[config.mk]
export PLATFORM = sky130hd
export DESIGN_NAME = pcs_tx_fifo_rd_ctrl
export DESIGN_NICKNAME = d
export VERILOG_FILES = /design/src/rtl/pcs_tx_pkg.sv /design/src/rtl/pcs_tx_col_decode.sv /design/src/rtl/pcs_tx_fifo_rd_ctrl.sv
export SDC_FILE = /design/constraint.sdc
export NUM_CORES = 1
export LEC_CHECK = 0
export CAP_MARGIN = 20
export CELL_PAD_IN_SITES_DETAIL_PLACEMENT = 2
export CELL_PAD_IN_SITES_GLOBAL_PLACEMENT = 2
export CORE_MARGIN = 1.5
export CORE_UTILIZATION = 22
export DETAILED_ROUTE_END_ITERATION = 7
export MAX_ROUTING_LAYER = met4
export PLACE_DENSITY = 0.76
export SYNTH_ARGS = -nofsm -noshare
export SYNTH_HDL_FRONTEND = slang
export SYNTH_SLANG_ARGS = --single-unit
[constraint.sdc]
create_clock -name rclk -period 2.9 [get_ports rclk]
set_input_delay 0.435 -clock rclk [delete_from_list [all_inputs] [get_ports rclk]]
set_output_delay 0.435 -clock rclk [all_outputs]
set_load 0.03 [all_outputs]
[src/rtl/pcs_tx_pkg.sv]
`default_nettype none
// ============================================================================
// Module      : pcs_tx_pkg
// Description : Shared XGMII control codes, fixed columns and the state
//               encoding for the PCS TX FIFO read-side sequencer.
// Revision    : 1.0 - initial release
// ============================================================================
package pcs_tx_pkg;

  localparam logic [7:0] XGMII_IDLE  = 8'h07;
  localparam logic [7:0] XGMII_START = 8'hFB;
  localparam logic [7:0] XGMII_TERM  = 8'hFD;
  localparam logic [7:0] XGMII_ERR   = 8'hFE;

  // Column layout: [71:64] ctrl (bit 64 = lane0), [63:0] data (lane0 = [7:0])
  localparam logic [71:0] IDLE_COL = {8'hFF, {8{XGMII_IDLE}}};
  localparam logic [71:0] ERR_COL  = {8'hFF, {8{XGMII_ERR}}};

  typedef enum logic [1:0] {
    ST_IDLE  = 2'd0,
    ST_FRAME = 2'd1,
    ST_DROP  = 2'd2
  } state_t;

endpackage
`default_nettype wire

[src/rtl/pcs_tx_col_decode.sv]
`default_nettype none
// ============================================================================
// Module      : pcs_tx_col_decode
// Description : Combinational decode of one 72-bit XGMII column: START in
//               lane0/lane4, presence of TERM and the lowest lane holding it.
// Revision    : 1.0 - initial release
// ============================================================================
module pcs_tx_col_decode
  import pcs_tx_pkg::*;
(
  input  logic [71:0] rdata,
  output logic        has_start_l0,
  output logic        has_start_l4,
  output logic        has_term,
  output logic [2:0]  term_lane
);

  assign has_start_l0 = rdata[64] && (rdata[7:0]   == XGMII_START);
  assign has_start_l4 = rdata[68] && (rdata[39:32] == XGMII_START);

  // Scan from lane7 down so the lowest TERM lane is the one reported
  always_comb begin
    has_term  = 1'b0;
    term_lane = 3'd0;
    for (int i = 7; i >= 0; i--) begin
      if (rdata[64 + i] && (rdata[8*i +: 8] == XGMII_TERM)) begin
        has_term  = 1'b1;
        term_lane = 3'(i);
      end
    end
  end

endmodule
`default_nettype wire

[src/rtl/pcs_tx_fifo_rd_ctrl.sv]
`default_nettype none
// ============================================================================
// Module      : pcs_tx_fifo_rd_ctrl
// Description : Read-side sequencer for the PCS TX clock-crossing FIFO.
//               Pops columns toward the 64b/66b encoder, inserts idles when
//               empty between frames, turns a mid-frame underrun into one
//               error column and drops the remainder of that frame.
//               Optional statistics counters: PCS_TX_RD_CTRL_STATS_EN.
// Revision    : 1.0 - initial release
// ============================================================================
module pcs_tx_fifo_rd_ctrl
  import pcs_tx_pkg::*;
#(
  parameter int DSIZE = 72,
  parameter int CNT_W = 16
) (
  input  logic             rclk,
  input  logic             rrst,
  input  logic             rempty,
  input  logic [DSIZE-1:0] rdata,
  output logic             rinc,
  input  logic             tx_pause,
  output logic [DSIZE-1:0] tx_col,
  output logic             underrun,
  output logic             frame_active,
  output logic [CNT_W-1:0] underrun_cnt,
  output logic [CNT_W-1:0] idle_ins_cnt
);

  state_t           r_state;
  state_t           w_next_state;
  logic [DSIZE-1:0] r_tx_col;
  logic [DSIZE-1:0] w_next_col;
  logic             r_underrun;
  logic             r_frame_active;
  logic             w_underrun_evt;

  logic             w_start_l0;
  logic             w_start_l4;
  logic             w_term;
  logic [2:0]       w_term_lane;
  logic             w_start_open;
  logic             w_restart;

  pcs_tx_col_decode u_decode (
    .rdata        (rdata),
    .has_start_l0 (w_start_l0),
    .has_start_l4 (w_start_l4),
    .has_term     (w_term),
    .term_lane    (w_term_lane)
  );

  // Frame opens when a START is not closed by a TERM later in the same column
  assign w_start_open = (w_start_l0 && !w_term) ||
                        (w_start_l4 && !(w_term && (w_term_lane > 3'd4)));
  // TERM in the low half followed by a new START in lane4
  assign w_restart    = w_start_l4 && w_term && (w_term_lane < 3'd4);

  assign rinc = ~tx_pause & ~rempty & ~rrst;

  // Next-state and next-column selection; pause holds everything
  always_comb begin
    w_next_state   = r_state;
    w_next_col     = r_tx_col;
    w_underrun_evt = 1'b0;
    if (!tx_pause) begin
      case (r_state)
        ST_IDLE: begin
          if (rempty) begin
            w_next_col = IDLE_COL;
          end else begin
            w_next_col = rdata;
            if (w_start_open) w_next_state = ST_FRAME;
          end
        end
        ST_FRAME: begin
          if (rempty) begin
            w_next_col     = ERR_COL;
            w_underrun_evt = 1'b1;
            w_next_state   = ST_DROP;
          end else begin
            w_next_col = rdata;
            if (w_term && !w_restart) w_next_state = ST_IDLE;
          end
        end
        ST_DROP: begin
          // A frame starting inside the terminating column lost its head
          // to the error, so it is dropped as well.
          w_next_col = IDLE_COL;
          if (!rempty && w_term) begin
            w_next_state = w_restart ? ST_DROP : ST_IDLE;
          end
        end
        default: begin
          w_next_col   = IDLE_COL;
          w_next_state = ST_IDLE;
        end
      endcase
    end
  end

  // State, output column and status registers
  always_ff @(posedge rclk or posedge rrst) begin
    if (rrst) begin
      r_state        <= ST_IDLE;
      r_tx_col       <= IDLE_COL;
      r_underrun     <= 1'b0;
      r_frame_active <= 1'b0;
    end else begin
      r_state        <= w_next_state;
      r_tx_col       <= w_next_col;
      r_underrun     <= w_underrun_evt;
      r_frame_active <= (w_next_state == ST_FRAME);
    end
  end

  assign tx_col       = r_tx_col;
  assign underrun     = r_underrun;
  assign frame_active = r_frame_active;

`ifdef PCS_TX_RD_CTRL_STATS_EN
  logic [CNT_W-1:0] r_underrun_cnt;
  logic [CNT_W-1:0] r_idle_ins_cnt;
  logic             w_idle_ins;

  assign w_idle_ins = (r_state == ST_IDLE) && rempty && !tx_pause;

  // Saturating event counters
  always_ff @(posedge rclk or posedge rrst) begin
    if (rrst) begin
      r_underrun_cnt <= '0;
      r_idle_ins_cnt <= '0;
    end else begin
      if (w_underrun_evt && (r_underrun_cnt != {CNT_W{1'b1}}))
        r_underrun_cnt <= r_underrun_cnt + CNT_W'(1);
      if (w_idle_ins && (r_idle_ins_cnt != {CNT_W{1'b1}}))
        r_idle_ins_cnt <= r_idle_ins_cnt + CNT_W'(1);
    end
  end

  assign underrun_cnt = r_underrun_cnt;
  assign idle_ins_cnt = r_idle_ins_cnt;
`else
  assign underrun_cnt = '0;
  assign idle_ins_cnt = '0;
`endif

endmodule
`default_nettype wire

==> results_dict.tcl, run 1 <==
set metrics [dict create \
    cellLeakagePower_uw 0.00210 \
    syn_to_final_growth_pct 57.5 \
    synth_area_mm2 0.00334 \
    diodes 0 \
    crit_arrival_ns 1.80 \
    final_nets 530 \
    hold_class "reg2reg" \
    grtUsageTotal 0.164 \
    first_pass_iters 4 \
    start_util 0.227 \
    antenna_left 0 \
    cap_violations 0 \
    dieArea_mm2 0.0159 \
    cts_buffers 9 \
    timing.final.hold_violations 0 \
    maxSlewViolCount 0 \
    drive_gt1_frac 0.137 \
    post-route-min-period_ns 2.23 \
    avgSynthCellArea_um2 10.8 \
    via_per_inst 4.65 \
    yosysTopAreaCell "dfrtp_1" \
    netlist.area_leader.share 0.330 \
    setup_viol 0 \
    yosys-top-cells-area "dfrtp_1 (33%), dfstp_2 (25%), buf_4 (7.2%)" \
    hpwlAfterDp_mm 9.16 \
    fp.dieW_um 126 \
    worst_pin_slew_ns 0.640 \
    post_drt_wl_per_cell_um 19.2 \
    period_share 0.770 \
    startpoint_type "input pin" \
    cts-resized-gates 0 \
    drc_errors 0 \
    cp_max_fo 14 \
    synth_common_cells "dfrtp_1 (44), nor2_1 (44), o22ai_1 (38)" \
    first_global_vias 3314 \
    place_congestion 0.745 \
    fmax_mhz 448 \
    register_area_mm2 0.00194 \
    wirelength_mm 12.3 \
    htree_num_levels 3 \
    vdd_ir_drop_max_uv 228 \
    multi_input_area_mm2 0.00117 \
    power_uw 2810 \
    core_area_mm2 0.0147 \
    clkSinkCount 76 \
    critical_path_class "in2out" \
    p_per_area_mw_per_mm2 534 \
    port-buffer-count 150 \
    synthArstFlopShare 1.00 \
    fin_tns_setup_ns 0 \
    worst_setup_path_end_kind "output port" \
    drt_iter0_drc 114 \
    hold_buffers 0 \
    cts-root-buf "clkbuf_16" \
    antenna_found_initial 0 \
    rsz0062_at_grt "no" \
    post_cts_buffers 0 \
    dp_slack_ns 0.589 \
    fin_worst_skew_ns 0.00657 \
    ys_warn_count 0 \
    vias 2987 \
    slew_headroom 0.573 \
    grt_max_degree 44 \
    fin_cells 643 \
    gr-total-overflow 0 \
    setup_ws_ns 0.667 \
    ctsLongestPathBuffers 2 \
    grt_pass1_wl_mm 19.3 \
    netlist_instances 308 \
    die_h_um 126 \
    num-fill-cells 1575 \
    placementRows 44 \
    yosysUniqueCellTypes 35 \
    ys_ff_latch 76 \
    outcome "finished, final reports clean" \
    place_inst 627 \
    cts_tree "done" \
    synth_edf_count 0 \
    clk_latency_ns 0.34 \
    ios 183 \
    synth-seq-area-share 0.581 \
    cp.required_ns 2.47 \
    cts.clk_slew.worst_paths_ns 0.06 \
    final_core_util 0.358 \
    synthFlopType "dfrtp_1" \
]
-- per-stage QoR --
stage	hold WS (ns)	instance area [um2]
2_1_floorplan	0.522	3460
5_1_grt	0.499	5260
4_1_cts	0.490	5260
3_3_place_gp	0.479	4960
6_report	0.488	5260
3_5_place_dp	0.482	4960
-- sequential cells by signal, indices dropped and copies added (netlist names) --
name and flops:
tx_col 72, r_state 2, frame_active 1, underrun 1
-- final timing paths --
kind                                         from  depth (start not counted)  slack [ns]                     end
setup / recovery                           rempty                          4        0.67                    rinc
hold / removal             tx_col[48]$_DFFE_PP1N_                          1        0.49  tx_col[48]$_DFFE_PP1N_
setup reg to reg             r_state[1]$_DFF_PP0_                          3        1.38   tx_col[9]$_DFFE_PP1N_
hold reg to reg            tx_col[48]$_DFFE_PP1N_                          1        0.49  tx_col[48]$_DFFE_PP1N_
max in group asynchronous                    rrst                          3        1.64  tx_col[48]$_DFFE_PP1N_
min in group asynchronous                    rrst                          2        0.52  tx_col[30]$_DFFE_PP0N_
-- kinds of logic after synthesis --
group	synth area share
flops	0.581
other cells	0.00112
mux	0.00300
compound gates	0.185
simple gates	0.123
buf+inv	0.106
-- cell usage in the layout (no fill, tap or decap), types with 5 or more instances in the layout --
| master | n |
|---|---|
| a2bb2oi_1 | 5 |
| buf_4 | 5 |
| clkbuf_16 | 9 |
| clkdlybuf4s50_1 | 149 |
| conb_1 | 32 |
| dfrtp_1 | 44 |
| dfstp_2 | 32 |
| inv_1 | 5 |
| nand2_1 | 9 |
| nand3_1 | 6 |
| nand4_1 | 5 |
| nor2_1 | 43 |
| nor3_1 | 5 |
| o21ai_0 | 7 |
| o22a_1 | 23 |
| o22ai_1 | 38 |
-- layer usage --
metal  track usage  vias to the layer above  share of wire
met5             -                        -              0
met4        0.0473                        0          0.018
met3        0.0540                       14          0.066
met2         0.267                      112           0.50
met1         0.194                     1507           0.42
li1              -                     1354              -
-- worst max-delay path, stage by stage --
cell and delay, ns:
clkdlybuf4s50_1 0.67, or2_2 0.43, nor2_1 0.10, buf_4 0.16
-- area by class of cell --
| type | count | area share |
|---|---|---|
| Timing Repair Buffer | 157 | 0.302 |
| Inverter | 7 | 0.00523 |
| Tap cell | 184 | 0.0438 |
| Sequential cell | 76 | 0.369 |
| Clock buffer | 12 | 0.0488 |
| Multi-Input combinational cell | 203 | 0.222 |
| Clock inverter | 4 | 0.00904 |
-- power breakdown --
part / internal, uW / leakage [uW] / switching [uW]
registers: 1110 / 0.000899 / 26.3
logic: 219 / 0.00105 / 303
clock network: 711 / 0.000149 / 441
(Power assumes the default switching activity.)
==> inputs of run 2 (changes only) <==
Settings changed: CORE_UTILIZATION 22 to 20, PLACE_DENSITY 0.76 to 0.73.
Clock period 2.9 ns to 2 ns, I/O delays scaled along.
==> run 2 against run 1 <==
  * Die area increased by 9.8%
  * Sequential cell count unchanged
  * First-iteration DRC count decreased by 60%
  * Global-route usage decreased by 0.45 points
  * Clock skew decreased by 0.0028 ns
  * Register-to-register slack got worse by 0.77 ns
  * Worst setup slack got worse by 0.56 ns
  * Largest power group is now sequential cells
==> results_dict.tcl, run 2 (synthesized netlist as in run 1, its figures left out) <==
set metrics [dict create \
    port-buffer-count 150 \
    cpLargestDelayFamily "buffers and inverters" \
    final_core_util 0.329 \
    grt_max_degree 77 \
    post_drt_wl_per_cell_um 18.8 \
    placementRows 47 \
    drive_gt1_frac 0.168 \
    r2r_slack_ns 0.61 \
    ctsLongestPathBuffers 2 \
    start_util 0.203 \
    final_common_cell "clkdlybuf4s50_1" \
    htree_num_levels 3 \
    cts_buffers 9 \
    power_uw 3920 \
    worst-path-buf-inv 1 \
    place_congestion 0.728 \
    rsz0062_at_grt "no" \
    antenna_found_initial 0 \
    die_h_um 132 \
    final_nets 548 \
    cellLeakagePower_uw 0.00217 \
    cp_cell_sequence "clkdlybuf4s50_1" \
    whs_ns 0.459 \
    grt_pass1_wl_mm 20.6 \
    dpl_cell_area_mm2 0.00515 \
    crit_arrival_ns 1.59 \
    hold_class "in2async" \
    clk_latency_ns 0.33 \
    period_share 0.944 \
    cts_tree "done" \
    cp_max_fo 2 \
    cts-root-buf "clkbuf_16" \
    diodes 0 \
    syn_to_final_growth_pct 62.4 \
    grtUsageTotal 0.159 \
    gr-total-overflow 0 \
    vdd_ir_drop_max_uv 400 \
    cp.required_ns 1.70 \
    first_pass_iters 4 \
    crit_slowest_cell "clkdlybuf4s50_1" \
    crit_path_max_incr_delay_ns 0.73 \
    hpwlAfterDp_mm 9.78 \
    num-fill-cells 1816 \
    ios 183 \
    fin_area_mm2 0.00542 \
    post-route-min-period_ns 1.89 \
    outcome "finished, final reports clean" \
    first_global_vias 3552 \
    fin_worst_skew_ns 0.00374 \
    maxSlewViolCount 0 \
    antenna_left 0 \
    mostFrequentLayoutCells "clkdlybuf4s50_1 (149), dfrtp_1 (44), nor2_1 (43), o22ai_1 (38)" \
    slew_headroom 0.621 \
    clkSinkCount 76 \
    wirelength_mm 13.1 \
    worst_setup_path_end_kind "output port" \
    drc_errors 0 \
    dieArea_mm2 0.0175 \
    drt_iter0_drc 46 \
    cts.clk_slew.worst_paths_ns 0.06 \
    largest_reg_flops 72 \
    setup_viol 0 \
    fin_tns_setup_ns 0 \
    cap_violations 0 \
    critical_path_class "reg2out" \
    via_per_inst 4.46 \
    worst_pin_slew_ns 0.567 \
    startpoint_type "flip-flop" \
    vias 3107 \
    p_per_area_mw_per_mm2 723 \
    fmax_mhz 530 \
    timing.final.hold_violations 0 \
    core_area_mm2 0.0165 \
    fp.dieW_um 132 \
]
==> run 2: report_power, final <==
group | switching, uW | leakage [uW] | internal (uW) | total (uW)
registers | 39.0 | 0.000899 | 1610 | 1650
logic | 448 | 0.00114 | 334 | 782
clock network | 620 | 0.000133 | 869 | 1490
==> run 2: tightest hold or removal path: cells and delay by family <==
family	cells	cell delay, ns
buffers and inverters	3	0.90
==> run 2: through the flow <==
step | cells | setup WS, ns
final | 697 | 0.112
after global routing | 697 | 0.0620
after CTS | 697 | 0.0910
after detailed placement | 681 | -0.153
after global placement | 681 | -0.136
after floorplan | 339 | 0.356
==> run 2: cell type report <==
type,instances,area [um2],share of cell area
Clock buffer,13,250,0.0461
Clock inverter,3,15.0,0.00277
Inverter,7,30.0,0.00554
Multi-Input combinational cell,203,1170,0.216
Sequential cell,76,1940,0.358
Tap cell,220,275,0.0508
Timing Repair Buffer,175,1740,0.320
==> run 2: repair_timing <==
item,CTS,global route
endpoints found under the setup margin,0,2
buffers inserted,0,0
hold buffers,0,0
resized for setup,0,1
==> run 2: routing by layer <==
layer | track usage | routed length [um] | up-vias
met2 | 0.272 | 6670 | 122
met4 | 0.0568 | 345 | 0
met3 | 0.0469 | 789 | 21
met1 | 0.178 | 5280 | 1577
met5 | - | 0 | -
li1 | - | - | 1387
==> run 2: path summary, 6_finish.rpt <==
path | endpoint | startpoint | depth (start not counted)
min in group rclk | tx_col[24]$_DFFE_PP1N_ | tx_col[24]$_DFFE_PP1N_ | 1
max in group asynchronous | tx_col[2]$_DFFE_PP1N_ | rrst | 3
worst min register to register | tx_col[24]$_DFFE_PP1N_ | tx_col[24]$_DFFE_PP1N_ | 1
worst max register to register | tx_col[31]$_DFFE_PP0N_ | r_state[0]$_DFF_PP0_ | 5
worst max-delay path | tx_col[56] | tx_col[56]$_DFFE_PP1N_ | 1
worst min-delay path | tx_col[30]$_DFFE_PP0N_ | rrst | 3
